File: src/rtl/share_buf_arbiter_if.sv
// -----------------------------------------------------------------------------
// share_buf_arbiter_if
//   Bundles the requester-side burst handshake and the shared buffer SRAM
//   strobes of share_buf_arbiter into one interface.
//   modport slave  : the arbiter (samples requests and SRAM read data, drives
//                    grants, beat/done/rvalid/rid and the SRAM strobes)
//   modport master : the environment (requesters plus the SRAM model)
//   Signals:
//     req, req_wr        per-requester request level / write flag
//     req_addr, req_len  packed per-requester start address / length-1
//     req_wdata          packed per-requester write data of current beat
//     gnt, done          one-hot grant / last-beat pulse
//     beat               a beat is issued to the SRAM this cycle
//     rvalid, rid        read data valid and the requester owning it
//     share_*            SRAM port (cen/wen active-low, ren active-high)
// -----------------------------------------------------------------------------
interface share_buf_arbiter_if #(
    parameter int NREQ = 4,
    parameter int AW   = 13,
    parameter int DW   = 16,
    parameter int LW   = 4
) ();
    logic [NREQ-1:0]    req;
    logic [NREQ-1:0]    req_wr;
    logic [NREQ*AW-1:0] req_addr;
    logic [NREQ*LW-1:0] req_len;
    logic [NREQ*DW-1:0] req_wdata;
    logic [NREQ-1:0]    gnt;
    logic               beat;
    logic [NREQ-1:0]    done;
    logic               rvalid;
    logic [2:0]         rid;
    logic               share_cen;
    logic               share_wen;
    logic               share_ren;
    logic [AW-1:0]      share_addr;
    logic [DW-1:0]      share_wdata;
    logic [DW-1:0]      share_rdata;

    modport slave (
        input  req, req_wr, req_addr, req_len, req_wdata, share_rdata,
        output gnt, beat, done, rvalid, rid,
               share_cen, share_wen, share_ren, share_addr, share_wdata
    );

    modport master (
        output req, req_wr, req_addr, req_len, req_wdata, share_rdata,
        input  gnt, beat, done, rvalid, rid,
               share_cen, share_wen, share_ren, share_addr, share_wdata
    );
endinterface

File: src/rtl/share_buf_arbiter.sv
// -----------------------------------------------------------------------------
// share_buf_arbiter
//   Round-robin burst arbiter for the single-port shared buffer SRAM. Each
//   grant is a burst of 1..2**LW consecutive-address beats, read or write.
//   Arbitration happens only in IDLE, so one idle SRAM cycle always separates
//   two bursts. The pointer moves past the last winner when its burst ends.
//   Ports:
//     CLK    clock, rising edge
//     RESET  asynchronous, active-low reset
//     bus    share_buf_arbiter_if.slave (requester handshake + SRAM port)
// -----------------------------------------------------------------------------
module share_buf_arbiter #(
    parameter int NREQ = 4,
    parameter int AW   = 13,
    parameter int DW   = 16,
    parameter int LW   = 4
) (
    input  logic               CLK,
    input  logic               RESET,
    share_buf_arbiter_if.slave bus
);
    localparam int IW = (NREQ > 1) ? $clog2(NREQ) : 1;

    typedef enum logic {IDLE, BURST} state_t;

    state_t        state;
    logic [IW-1:0] ptr;     // highest-priority requester for the next arbitration
    logic [IW-1:0] owner;   // requester holding the current burst
    logic          wr;
    logic [LW-1:0] len;
    logic [LW-1:0] cnt;     // index of the beat currently on the SRAM port
    logic [IW-1:0] win;
    logic          last;

    // First asserted request at or after p, searched cyclically.
    function automatic logic [IW-1:0] pick(input logic [NREQ-1:0] r,
                                           input logic [IW-1:0]   p);
        logic [IW-1:0] w;
        logic          found;
        int            j;
        w     = '0;
        found = 1'b0;
        for (int k = 0; k < NREQ; k++) begin
            j = int'(p) + k;
            if (j >= NREQ) j = j - NREQ;
            if (!found && r[IW'(j)]) begin
                w     = IW'(j);
                found = 1'b1;
            end
        end
        return w;
    endfunction

    assign win  = pick(bus.req, ptr);
    assign last = (state == BURST) && (cnt == len);

    // Write data is taken live from the owner so the requester can stream it.
    assign bus.share_wdata = bus.req_wdata[int'(owner)*DW +: DW];
    assign bus.done        = last ? bus.gnt : '0;

    // NOTE: all state below uses non-blocking assignments so every register
    // sees the pre-edge values of the others, independent of statement order.
    always_ff @(posedge CLK or negedge RESET) begin
        if (!RESET) begin
            state          <= IDLE;
            ptr            <= '0;
            owner          <= '0;
            wr             <= 1'b0;
            len            <= '0;
            cnt            <= '0;
            bus.gnt        <= '0;
            bus.beat       <= 1'b0;
            bus.rvalid     <= 1'b0;
            bus.rid        <= '0;
            bus.share_cen  <= 1'b1;
            bus.share_wen  <= 1'b1;
            bus.share_ren  <= 1'b0;
            bus.share_addr <= '0;
        end else begin
            // Read data returns one cycle after its beat, so tag it here.
            bus.rvalid <= bus.beat & ~wr;
            bus.rid    <= 3'(owner);

            case (state)
                IDLE: begin
                    if (|bus.req) begin
                        state          <= BURST;
                        owner          <= win;
                        wr             <= bus.req_wr[win];
                        len            <= bus.req_len[int'(win)*LW +: LW];
                        cnt            <= '0;
                        bus.gnt        <= '0;
                        bus.gnt[win]   <= 1'b1;
                        bus.beat       <= 1'b1;
                        bus.share_cen  <= 1'b0;
                        bus.share_wen  <= ~bus.req_wr[win];
                        bus.share_ren  <= 1'b1;
                        bus.share_addr <= bus.req_addr[int'(win)*AW +: AW];
                    end
                end
                BURST: begin
                    if (cnt == len) begin
                        state         <= IDLE;
                        bus.gnt       <= '0;
                        bus.beat      <= 1'b0;
                        bus.share_cen <= 1'b1;
                        bus.share_wen <= 1'b1;
                        bus.share_ren <= 1'b0;
                        ptr           <= (owner == IW'(NREQ - 1)) ? '0 : owner + IW'(1);
                    end else begin
                        cnt            <= cnt + LW'(1);
                        // Address wraps naturally at 2**AW.
                        bus.share_addr <= bus.share_addr + AW'(1);
                    end
                end
                default: state <= IDLE;
            endcase
        end
    end
endmodule

File: src/flat_wrapper.sv
// flat-port wrapper written by rule: the top's interface ports become plain ports
module share_buf_arbiter_flat 
#(
    parameter int NREQ = 4,
    parameter int AW   = 13,
    parameter int DW   = 16,
    parameter int LW   = 4
)
  (CLK, RESET, bus_req, bus_req_wr, bus_req_addr, bus_req_len, bus_req_wdata, bus_share_rdata, bus_gnt, bus_beat, bus_done, bus_rvalid, bus_rid, bus_share_cen, bus_share_wen, bus_share_ren, bus_share_addr, bus_share_wdata);
  share_buf_arbiter_if #(.NREQ(NREQ), .AW(AW), .DW(DW), .LW(LW)) bus_i ();
  input  logic CLK;
  input  logic RESET;
  input wire logic [$bits(bus_i.req)-1:0] bus_req;
  input wire logic [$bits(bus_i.req_wr)-1:0] bus_req_wr;
  input wire logic [$bits(bus_i.req_addr)-1:0] bus_req_addr;
  input wire logic [$bits(bus_i.req_len)-1:0] bus_req_len;
  input wire logic [$bits(bus_i.req_wdata)-1:0] bus_req_wdata;
  input wire logic [$bits(bus_i.share_rdata)-1:0] bus_share_rdata;
  output wire logic [$bits(bus_i.gnt)-1:0] bus_gnt;
  output wire logic [$bits(bus_i.beat)-1:0] bus_beat;
  output wire logic [$bits(bus_i.done)-1:0] bus_done;
  output wire logic [$bits(bus_i.rvalid)-1:0] bus_rvalid;
  output wire logic [$bits(bus_i.rid)-1:0] bus_rid;
  output wire logic [$bits(bus_i.share_cen)-1:0] bus_share_cen;
  output wire logic [$bits(bus_i.share_wen)-1:0] bus_share_wen;
  output wire logic [$bits(bus_i.share_ren)-1:0] bus_share_ren;
  output wire logic [$bits(bus_i.share_addr)-1:0] bus_share_addr;
  output wire logic [$bits(bus_i.share_wdata)-1:0] bus_share_wdata;
  assign bus_i.req = bus_req;
  assign bus_i.req_wr = bus_req_wr;
  assign bus_i.req_addr = bus_req_addr;
  assign bus_i.req_len = bus_req_len;
  assign bus_i.req_wdata = bus_req_wdata;
  assign bus_i.share_rdata = bus_share_rdata;
  assign bus_gnt = bus_i.gnt;
  assign bus_beat = bus_i.beat;
  assign bus_done = bus_i.done;
  assign bus_rvalid = bus_i.rvalid;
  assign bus_rid = bus_i.rid;
  assign bus_share_cen = bus_i.share_cen;
  assign bus_share_wen = bus_i.share_wen;
  assign bus_share_ren = bus_i.share_ren;
  assign bus_share_addr = bus_i.share_addr;
  assign bus_share_wdata = bus_i.share_wdata;
  share_buf_arbiter #(.NREQ(NREQ), .AW(AW), .DW(DW), .LW(LW)) u_core (.CLK(CLK), .RESET(RESET), .bus(bus_i));
endmodule
File: config.mk
export PLATFORM = sky130hd
export DESIGN_NAME = share_buf_arbiter_flat
export DESIGN_NICKNAME = d
export VERILOG_FILES = /design/src/rtl/share_buf_arbiter_if.sv /design/src/rtl/share_buf_arbiter.sv /design/src/flat_wrapper.sv
export SDC_FILE = /design/constraint.sdc
export NUM_CORES = 1
export LEC_CHECK = 0
export BUFFER_PORTS_ARGS = -buffer_cell sky130_fd_sc_hd__buf_2
export CORE_MARGIN = 2
export CORE_UTILIZATION = 40
export CTS_CLUSTER_DIAMETER = 150
export DETAILED_ROUTE_END_ITERATION = 8
export GPL_ROUTABILITY_DRIVEN = 1
export HOLD_SLACK_MARGIN = 0.08
export PLACE_DENSITY = 0.83
export SLEW_MARGIN = 20
export SYNTH_ARGS = -nofsm -noshare
export SYNTH_HDL_FRONTEND = slang
export SYNTH_SLANG_ARGS = --single-unit
File: constraint.sdc
create_clock -name CLK -period 5.5 [get_ports CLK]
set_input_delay 0.825 -clock CLK [delete_from_list [all_inputs] [get_ports CLK]]
set_output_delay 0.825 -clock CLK [all_outputs]
set_load 0.1 [all_outputs]
# After elaboration in Yosys (flattened, before gate mapping)
# Index checks and enable logic that the tools add are counted.
# classes
n_shift,3
multipliers,1
bitwise,4
order_cmp,10
n_addsub,10
muxes,49
n_eq_ne,5
n_reduce_logical,13
# op_table
cell,count
$shiftx A64 B7 Y16,1
$shiftx A52 B32 Y13,1
$mux W13,2
$pmux W13 S2,1
$mux W1,20
$mux W4,5
$mux W2,9
$lt A2 B4 Y1 const B,4
$pmux W4 S2,2
$shiftx A16 B5 Y4,1
$add A13 B1 Y13 const B,1
$bmux W1 S2,5
$ge A3 B3 Y1 const B,3
$pmux W1 S2,4
$reduce_and A2 Y1,4
$sub A2 B1 Y2 const B,4
$add A2 B2 Y3 const B,2
$mul A2 B4 Y6 const B,1
$logic_and A1 B1 Y1,5
$add A4 B1 Y4 const B,1
$eq A4 B4 Y1,1
$ne A2 B2 Y1 const B,2
$reduce_or A4 Y1,1
$add A2 B1 Y3 const B,1
other kinds (10),14
# word_totals
wordCells,108
inputBits,158
output_inout_bits,45
ff_bits,37

# Longest topological paths before layout
# Gate-level depths: netlist of the first run.
# depth
depth_word,21
mapped_depth,9

# Worst setup path before layout of the first run
# Ideal clock, no wire load.
# synth_path
path_type,flip-flop to output port
start,register u_core.cnt[0]
end,output port bus_done[0]
t_arrival_ps,1850
path_stages_with_launch,5
required_time_ps,4675
path_slack_ps,2825
cell_sequence,dfrtp_1 -> xnor2_1 -> and4_1 -> clkbuf_1 -> and3_1
# synth_between
elab_chain_cells,3
# synth_lines
element,line_no,source
start: declaration,share_buf_arbiter.sv:31,logic [LW-1:0] cnt;
start signal: assignment,share_buf_arbiter.sv:111,cnt <= cnt + LW'(1);
$eq A4 B4 Y1,share_buf_arbiter.sv:55,assign last = (state == BURST) && (cnt == len);
$logic_and A1 B1 Y1,share_buf_arbiter.sv:55,
$mux W4,share_buf_arbiter.sv:59,assign bus.done = last ? bus.gnt : '0;
end: declaration,flat_wrapper.sv:21,output wire logic [$bits(bus_i.done)-1:0] bus_done;
# No other way between the ends.

# Worst setup path in the final report of the first run
# layout_path
start,register u_core.cnt[0]
end,output port bus_done[2]
# Same word-level chain as after synthesis.

==> results of run 1 <==
==> synthesized netlist by cell type, drive strengths merged, types with 2 or more instances <==
library cell / count / area, um2
nand2: 37 / 138.9
dfrtp: 35 / 875.8
mux2i: 21 / 210.2
o21ai: 17 / 85.08
mux4: 16 / 360.4
a21oi: 15 / 75.07
buf: 15 / 92.59
nor2: 14 / 55.06
nand3: 11 / 55.05
clkbuf: 10 / 37.54
and3: 9 / 56.30
mux2: 8 / 90.09
o22ai: 6 / 37.54
nand4: 5 / 31.28
nor3: 5 / 25.02
o211ai: 5 / 37.54
a21o: 4 / 30.03
a221o: 4 / 40.04
a2bb2oi: 4 / 35.03
xnor2: 4 / 35.03
a211o: 3 / 26.28
a222oi: 3 / 30.03
ha: 3 / 37.54
inv: 3 / 11.26
nand2b: 3 / 18.77
nor2b: 3 / 18.77
a211oi: 2 / 15.01
a22o: 2 / 17.52
a31oi: 2 / 12.51
a41oi: 2 / 17.52
and4: 2 / 17.52
dfstp: 2 / 52.55
nor4: 2 / 12.51
o221a: 2 / 22.52
o31ai: 2 / 15.01
==> flip-flops by register name, summed over array words and instances (netlist names) <==
| register | flops |
|---|---|
| u_core.bus.share_addr | 13 |
| u_core.bus.gnt | 4 |
| u_core.cnt | 4 |
| u_core.len | 4 |
| u_core.bus.rid | 2 |
| u_core.owner | 2 |
| u_core.ptr | 2 |
| u_core.bus.beat | 1 |
| u_core.bus.rvalid | 1 |
| u_core.bus.share_cen | 1 |
| u_core.bus.share_wen | 1 |
| u_core.state | 1 |
| u_core.wr | 1 |
==> worst max-delay path by stage <==
stage                     slack [ns]            endpoint  cells after the start
after global placement          2.56       u_core.len[0]                      7
after CTS                       2.34  bus_share_wdata[6]                      2
after global routing            2.51         bus_done[1]                      4
after detailed placement        2.50       u_core.len[0]                      7
after floorplan                 2.83         bus_done[0]                      4
final                           2.60         bus_done[2]                      4
==> kinds of logic after synthesis <==
group	after synthesis	share of synthesized area
adder cells (fa/ha/maj)	3	0.01335
AND/OR/NAND/NOR	96	0.1669
AO/OA/AOI/OAI	76	0.1874
buffers and inverters	28	0.05029
XOR/XNOR	5	0.01558
flip-flops	37	0.3302
other	1	0.001334
multiplexers	45	0.2350
==> report_power, final <==
group          internal, W  total [W]  switching (W)  leakage [nW]
Combinational     0.000500    0.00203        0.00153          1.44
Clock             0.000113   0.000209      0.0000958        0.0542
Sequential        0.000408   0.000617       0.000209         0.443
Total              0.00102    0.00286        0.00183          1.94
==> layout make-up <==
class	count	share of cell area
multi-input combinational	226	0.4546
timing repair buffer	187	0.2440
sequential	37	0.2411
tap	96	0.03115
clock buffer	7	0.02498
inverter	3	0.002920
clock inverter	1	0.001298
==> layout by cell type (no fill, tap or decap), drive strengths merged, types with 2 or more instances in the layout <==
master,Yosys,routed
o31ai,2,2
and4,2,2
mux2i,21,21
a31oi,2,2
o21ai,17,17
nor2b,3,3
and3,9,9
a2bb2oi,4,4
nor2,14,14
mux2,8,8
a222oi,3,3
a41oi,2,2
a211o,3,3
a211oi,2,2
a21o,4,4
o22ai,6,6
a22o,2,2
nor4,2,2
nand3,11,11
o211ai,5,5
clkbuf,10,7
dfstp,2,2
buf,15,187
nand2b,3,3
a221o,4,4
nand2,37,37
inv,3,3
nand4,5,5
o221a,2,2
ha,3,3
mux4,16,16
nor3,5,5
xnor2,4,4
dfrtp,35,35
a21oi,15,15
==> layer usage <==
layer,GRT usage,vias to the layer above,share of wire
met5,0,-,0
met4,0.08392,0,0.016
met3,0.02451,12,0.051
met2,0.3526,106,0.50
met1,0.3505,1442,0.44
li1,-,1457,-
==> worst max-delay path: stages (launching register included) <==
cell,delay [ns]
sky130_fd_sc_hd__dfrtp_1,0.44
sky130_fd_sc_hd__xnor2_1,0.21
sky130_fd_sc_hd__and4_1,0.50
sky130_fd_sc_hd__and3_1,0.21
sky130_fd_sc_hd__buf_2,0.43
==> through the flow <==
stage	hold WS [ns]	worst slack, ns	power [W]	std cells
after floorplan	0.3749	2.825	0.002287	291
after global placement	0.4201	2.562	0.002603	549
after detailed placement	0.4281	2.501	0.002650	549
after CTS	0.4337	2.340	0.002864	557
after global routing	0.4581	2.514	0.003006	557
final	0.4346	2.602	0.002855	557
==> impl_metrics.sql, run 1 <==
INSERT INTO impl_metrics (metric_group, metric, value, unit) VALUES
('worst_hold_path', 'hold_path.startpoint', 'u_core.wr', ''),
('logic_synthesis', 'synth.cell_area', '2811', 'um2'),
('clock_tree', 'clockRootBuffer', 'sky130_fd_sc_hd__clkbuf_8', ''),
('timing', 'setup_viol', '0', ''),
('worst_setup_path', 'critical_path.startpoint', 'u_core.cnt[0]', ''),
('layout', 'post_route_core_utilization', '0.5676', ''),
('clock_tree', 'longest_clk_path_bufs', '2', ''),
('logic_synthesis', 'syn_nets', '452', ''),
('grt', 'grt_pass1_wl', '13.97', 'mm'),
('die', 'floorplan.io_pins', '203', ''),
('placed_design', 'place_area', '3754', 'um2'),
('routing', 'firstDrtPassIters', '5', ''),
('timing', 'setup_tns_final', '0', 'ns'),
('routing', 'post_drt_via_cell_ratio', '5.417', ''),
('timing', 'timing.max_slew.rel_slack', '0.4468', ''),
('clock_tree', 'post-cts-setup-buffers', '0', ''),
('timing', 'fin_worst_skew', '0.007524', 'ns'),
('die', 'row_count', '30', ''),
('routing', 'first_iter_violations', '177', ''),
('worst_setup_path', 'r2r_cells', '7', ''),
('run', 'cap_viol_max_count', '0', ''),
('worst_setup_path', 'rrSetupSlack', '2.92', 'ns'),
('clock_tree', 'cts-buffers-inserted', '5', ''),
('pwr', 'powerDensity', '740.4', 'nW/um2'),
('worst_setup_path', 'cp-end-kind', 'output pin', ''),
('layout', 'diodes', '0', ''),
('routing', 'route.vias.total', '3017', ''),
('worst_setup_path', 'crit_required', '4.68', 'ns'),
('placed_design', 'routabilityCongestion', '0.8843', ''),
('grt', 'grt_pass1_vias', '2854', ''),
('routing', 'wl_per_cell', '16.87', 'um'),
('timing', 'grt_setup_unrepaired', 'no', ''),
('logic_synthesis', 'post_synthesis_async_set_or_reset_flop_share', '1.000', ''),
('worst_hold_path', 'min_delay_path_depth', '1', ''),
('logic_synthesis', 'synthesis.yosys.warnings', '0', ''),
('clock_tree', 'worst_setup_hold_path_clk_slew', '0.07', 'ns'),
('layout', 'fillCellCount', '641', ''),
('logic_synthesis', 'synth_edf_count', '0', ''),
('layout', 'net_count_final', '621', ''),
('timing', 'fmax', '345.1', 'MHz'),
('placed_design', 'io_buffers', '185', ''),
('worst_setup_path', 'worst-endpoint-arrival', '2.07', 'ns'),
('die', 'coreArea', '6794', 'um2'),
('grt', 'groute.usage.overall', '0.2342', ''),
('layout', 'ff_latch_area', '929.6', 'um2'),
('clock_tree', 'cts_repair_resize_count', '0', ''),
('logic_synthesis', 'yosys_most_used_dff', 'sky130_fd_sc_hd__dfrtp_1', ''),
('die', 'die_area', '7715', 'um2'),
('pwr', 'power_leakage', '1.936', 'nW'),
('routing', 'route.antenna.remaining_nets', '0', ''),
('routing', 'wirelength', '9.397', 'mm'),
('worst_setup_path', 'crit_path_start_kind', 'flop', ''),
('layout', 'multiInputGateArea', '1753', 'um2'),
('timing', 'worst_slew_pin_slew', '0.8298', 'ns'),
('logic_synthesis', 'share_of_the_yosys_chip_area_belonging_to_registers', '0.3302', ''),
('layout', 'areaGrowthSynthToFinish', '37.16', '%'),
('layout', 'layout-drive-gt1-share', '0.4772', ''),
('clock_tree', 'htree_num_levels', '2', ''),
('status', 'result_of_the_run', 'finished clean', ''),
('timing', 'hold_viol', '0', ''),
('timing', 'layout_worst_path_cycle_share', '0.5269', ''),
('clock_tree', 'cts_tree', 'done', ''),
('die', 'die_y', '87.84', 'um'),
('clock_tree', 'cts.sink_count', '37', ''),
('placed_design', 'hpwl', '7.461', 'mm'),
('grt', 'grt_antenna_before_repair', '0', ''),
('logic_synthesis', 'synth_seq_cells', '37', ''),
('die', 'start_util', '0.4138', ''),
('grt', 'global_route_total_overflow', '0', ''),
('pwr', 'vdd_drop_max', '452.8', 'uV'),
('worst_setup_path', 'worst_path_class_setup', 'flop to output pin', '');
Power figures use the tool's default switching activity.
==> run 2: changes to the inputs <==
==> constraint.sdc (replaced) <==
create_clock -name CLK -period 2.7 [get_ports CLK]
set_input_delay 0.405 -clock CLK [delete_from_list [all_inputs] [get_ports CLK]]
set_output_delay 0.405 -clock CLK [all_outputs]
set_load 0.1 [all_outputs]
==> impl_metrics.sql, run 2 (same netlist as run 1, synthesis figures left out) <==
INSERT INTO impl_metrics (metric_group, metric, value, unit) VALUES
('status', 'result_of_the_run', 'finished clean', ''),
('worst_setup_path', 'crit_required', '2.30', 'ns'),
('die', 'coreArea', '6794', 'um2'),
('routing', 'route.vias.total', '3131', ''),
('timing', 'grt_setup_unrepaired', 'no', ''),
('worst_setup_path', 'worstPathMaxFanout', '12', ''),
('layout', 'max_flop_register', 'u_core.bus.share_addr', ''),
('placed_design', 'hpwl', '7.457', 'mm'),
('timing', 'setup_viol', '0', ''),
('routing', 'first_iter_violations', '211', ''),
('placed_design', 'io_buffers', '185', ''),
('timing', 'setup_tns_final', '0', 'ns'),
('timing', 'fin_worst_skew', '0.01384', 'ns'),
('timing', 'fmax', '405.6', 'MHz'),
('layout', 'number_of_cells_in_the_finished_layout_apart_from_fillers', '561', ''),
('clock_tree', 'longest_clk_path_bufs', '2', ''),
('timing', 'hold_viol', '0', ''),
('clock_tree', 'cts.sink_count', '37', ''),
('layout', 'diodes', '0', ''),
('clock_tree', 'post-cts-setup-buffers', '0', ''),
('clock_tree', 'clk_latency', '0.29', 'ns'),
('placed_design', 'placedCellCount', '553', ''),
('run', 'cap_viol_max_count', '0', ''),
('grt', 'grt_pass1_wl', '14.07', 'mm'),
('pwr', 'vdd_drop_max', '874.9', 'uV'),
('timing', 'setup_ws', '0.2343', 'ns'),
('clock_tree', 'cts-buffers-inserted', '5', ''),
('routing', 'wl_per_cell', '17.01', 'um'),
('grt', 'grt_antenna_before_repair', '0', ''),
('die', 'row_count', '30', ''),
('grt', 'grt_start_max_net_pins', '38', ''),
('worst_setup_path', 'worst-endpoint-arrival', '2.06', 'ns'),
('grt', 'grt_pass1_vias', '2897', ''),
('die', 'fp.dieW', '87.84', 'um'),
('routing', 'wirelength', '9.543', 'mm'),
('routing', 'firstDrtPassIters', '5', ''),
('die', 'die_area', '7715', 'um2'),
('routing', 'route.antenna.remaining_nets', '0', ''),
('pwr', 'power_leakage', '1.948', 'nW'),
('layout', 'most-common-layout-cells', 'sky130_fd_sc_hd__buf_2, sky130_fd_sc_hd__nand2_1, sky130_fd_sc_hd__dfrtp_1', ''),
('die', 'start_util', '0.4138', ''),
('clock_tree', 'cts_tree', 'done', ''),
('timing', 'timing.max_slew.rel_slack', '0.4492', ''),
('layout', 'largest_register_ff_count', '13', ''),
('timing', 'worst_slew_pin_slew', '0.8263', 'ns'),
('clock_tree', 'cts_hold_buf', '0', ''),
('layout', 'final_common_cell', 'sky130_fd_sc_hd__buf_2', ''),
('grt', 'groute.usage.overall', '0.2367', ''),
('clock_tree', 'cts_repair_resize_count', '0', ''),
('pwr', 'powerDensity', '1506', 'nW/um2'),
('worst_setup_path', 'worst_path_class_setup', 'flop to output pin', ''),
('clock_tree', 'htree_num_levels', '2', ''),
('worst_setup_path', 'crit_path_start_kind', 'flop', ''),
('routing', 'post_drt_via_cell_ratio', '5.581', ''),
('placed_design', 'detailedPlace.worstSlack', '0.3184', 'ns'),
('die', 'floorplan.io_pins', '203', ''),
('routing', 'drt_drc_violations_left', '0', ''),
('worst_setup_path', 'critical_path.startpoint', 'u_core.cnt[0]', ''),
('layout', 'ff_latch_area', '928.4', 'um2'),
('timing', 'layout_worst_path_cycle_share', '0.9132', ''),
('layout', 'net_count_final', '625', ''),
('clock_tree', 'worst_setup_hold_path_clk_slew', '0.07', 'ns'),
('layout', 'areaGrowthSynthToFinish', '37.78', '%'),
('placed_design', 'routabilityCongestion', '0.8679', ''),
('timing', 'drv_slew', '0', ''),
('timing', 'finalCriticalPeriod', '2.466', 'ns'),
('die', 'die_y', '87.84', 'um'),
('layout', 'fillCellCount', '617', ''),
('worst_setup_path', 'critical_path.reg2reg.startpoint', 'u_core.state', ''),
('clock_tree', 'clockRootBuffer', 'sky130_fd_sc_hd__clkbuf_8', ''),
('layout', 'multiInputGateArea', '1753', 'um2'),
('layout', 'layout-drive-gt1-share', '0.4753', ''),
('worst_setup_path', 'cp-end-kind', 'output pin', ''),
('worst_hold_path', 'timing.hold.worst.class', 'input pin to asynchronous set/reset pin', ''),
('grt', 'global_route_total_overflow', '0', '');
==> run 2: final timing paths <==
path                       cells past startpoint  slack, ns                  endpoint
max reg2reg                                    7       0.33  u_core.bus.share_addr[2]
max in group asynchronous                      1       1.97                 u_core.wr
max                                            4       0.23               bus_done[2]
min reg2reg                                    1       0.45         u_core.bus.rvalid
min in group CLK                               3       0.40             u_core.len[3]
min                                            1       0.21             u_core.len[0]
==> run 2: stage by stage <==
| step | area, um2 | util | hold slack (ns) | total power, W |
|---|---|---|---|---|
| detailed placement | 3784 | 0.5569 | 0.4358 | 0.005423 |
| global placement | 3784 | 0.5569 | 0.4215 | 0.005335 |
| finish | 3874 | 0.5702 | 0.2100 | 0.005833 |
| global route | 3874 | 0.5702 | 0.2677 | 0.006139 |
| floorplan | 2811 | - | 0.1094 | 0.004660 |
| CTS | 3874 | 0.5702 | 0.2303 | 0.005833 |
==> run 2: worst max-delay path: stages (launching register included) <==
cell and delay [ns]:
sky130_fd_sc_hd__dfrtp_1 0.43, sky130_fd_sc_hd__xnor2_1 0.23, sky130_fd_sc_hd__and4_1 0.48, sky130_fd_sc_hd__and3_1 0.21, sky130_fd_sc_hd__buf_2 0.43
==> run 2: where the power goes <==
group,internal (W),switching (W)
combinational,0.00104,0.00321
clock,0.000208,0.000193
sequential,0.000831,0.000350
==> run 2: routing by layer <==
metal | part of all wire | GRT usage | vias to the layer above
li1 | - | - | 1458
met1 | 0.44 | 0.3497 | 1514
met2 | 0.48 | 0.3567 | 141
met3 | 0.063 | 0.03487 | 18
met4 | 0.022 | 0.07972 | 0
met5 | 0 | 0 | -
==> run 2: final cells by class <==
type	count	area share
multi-input cells	226	0.4525
repair buffers	191	0.2506
flip-flops and latches	37	0.2397
well taps	96	0.03101
clock buffers	8	0.02326
inverters	3	0.002907
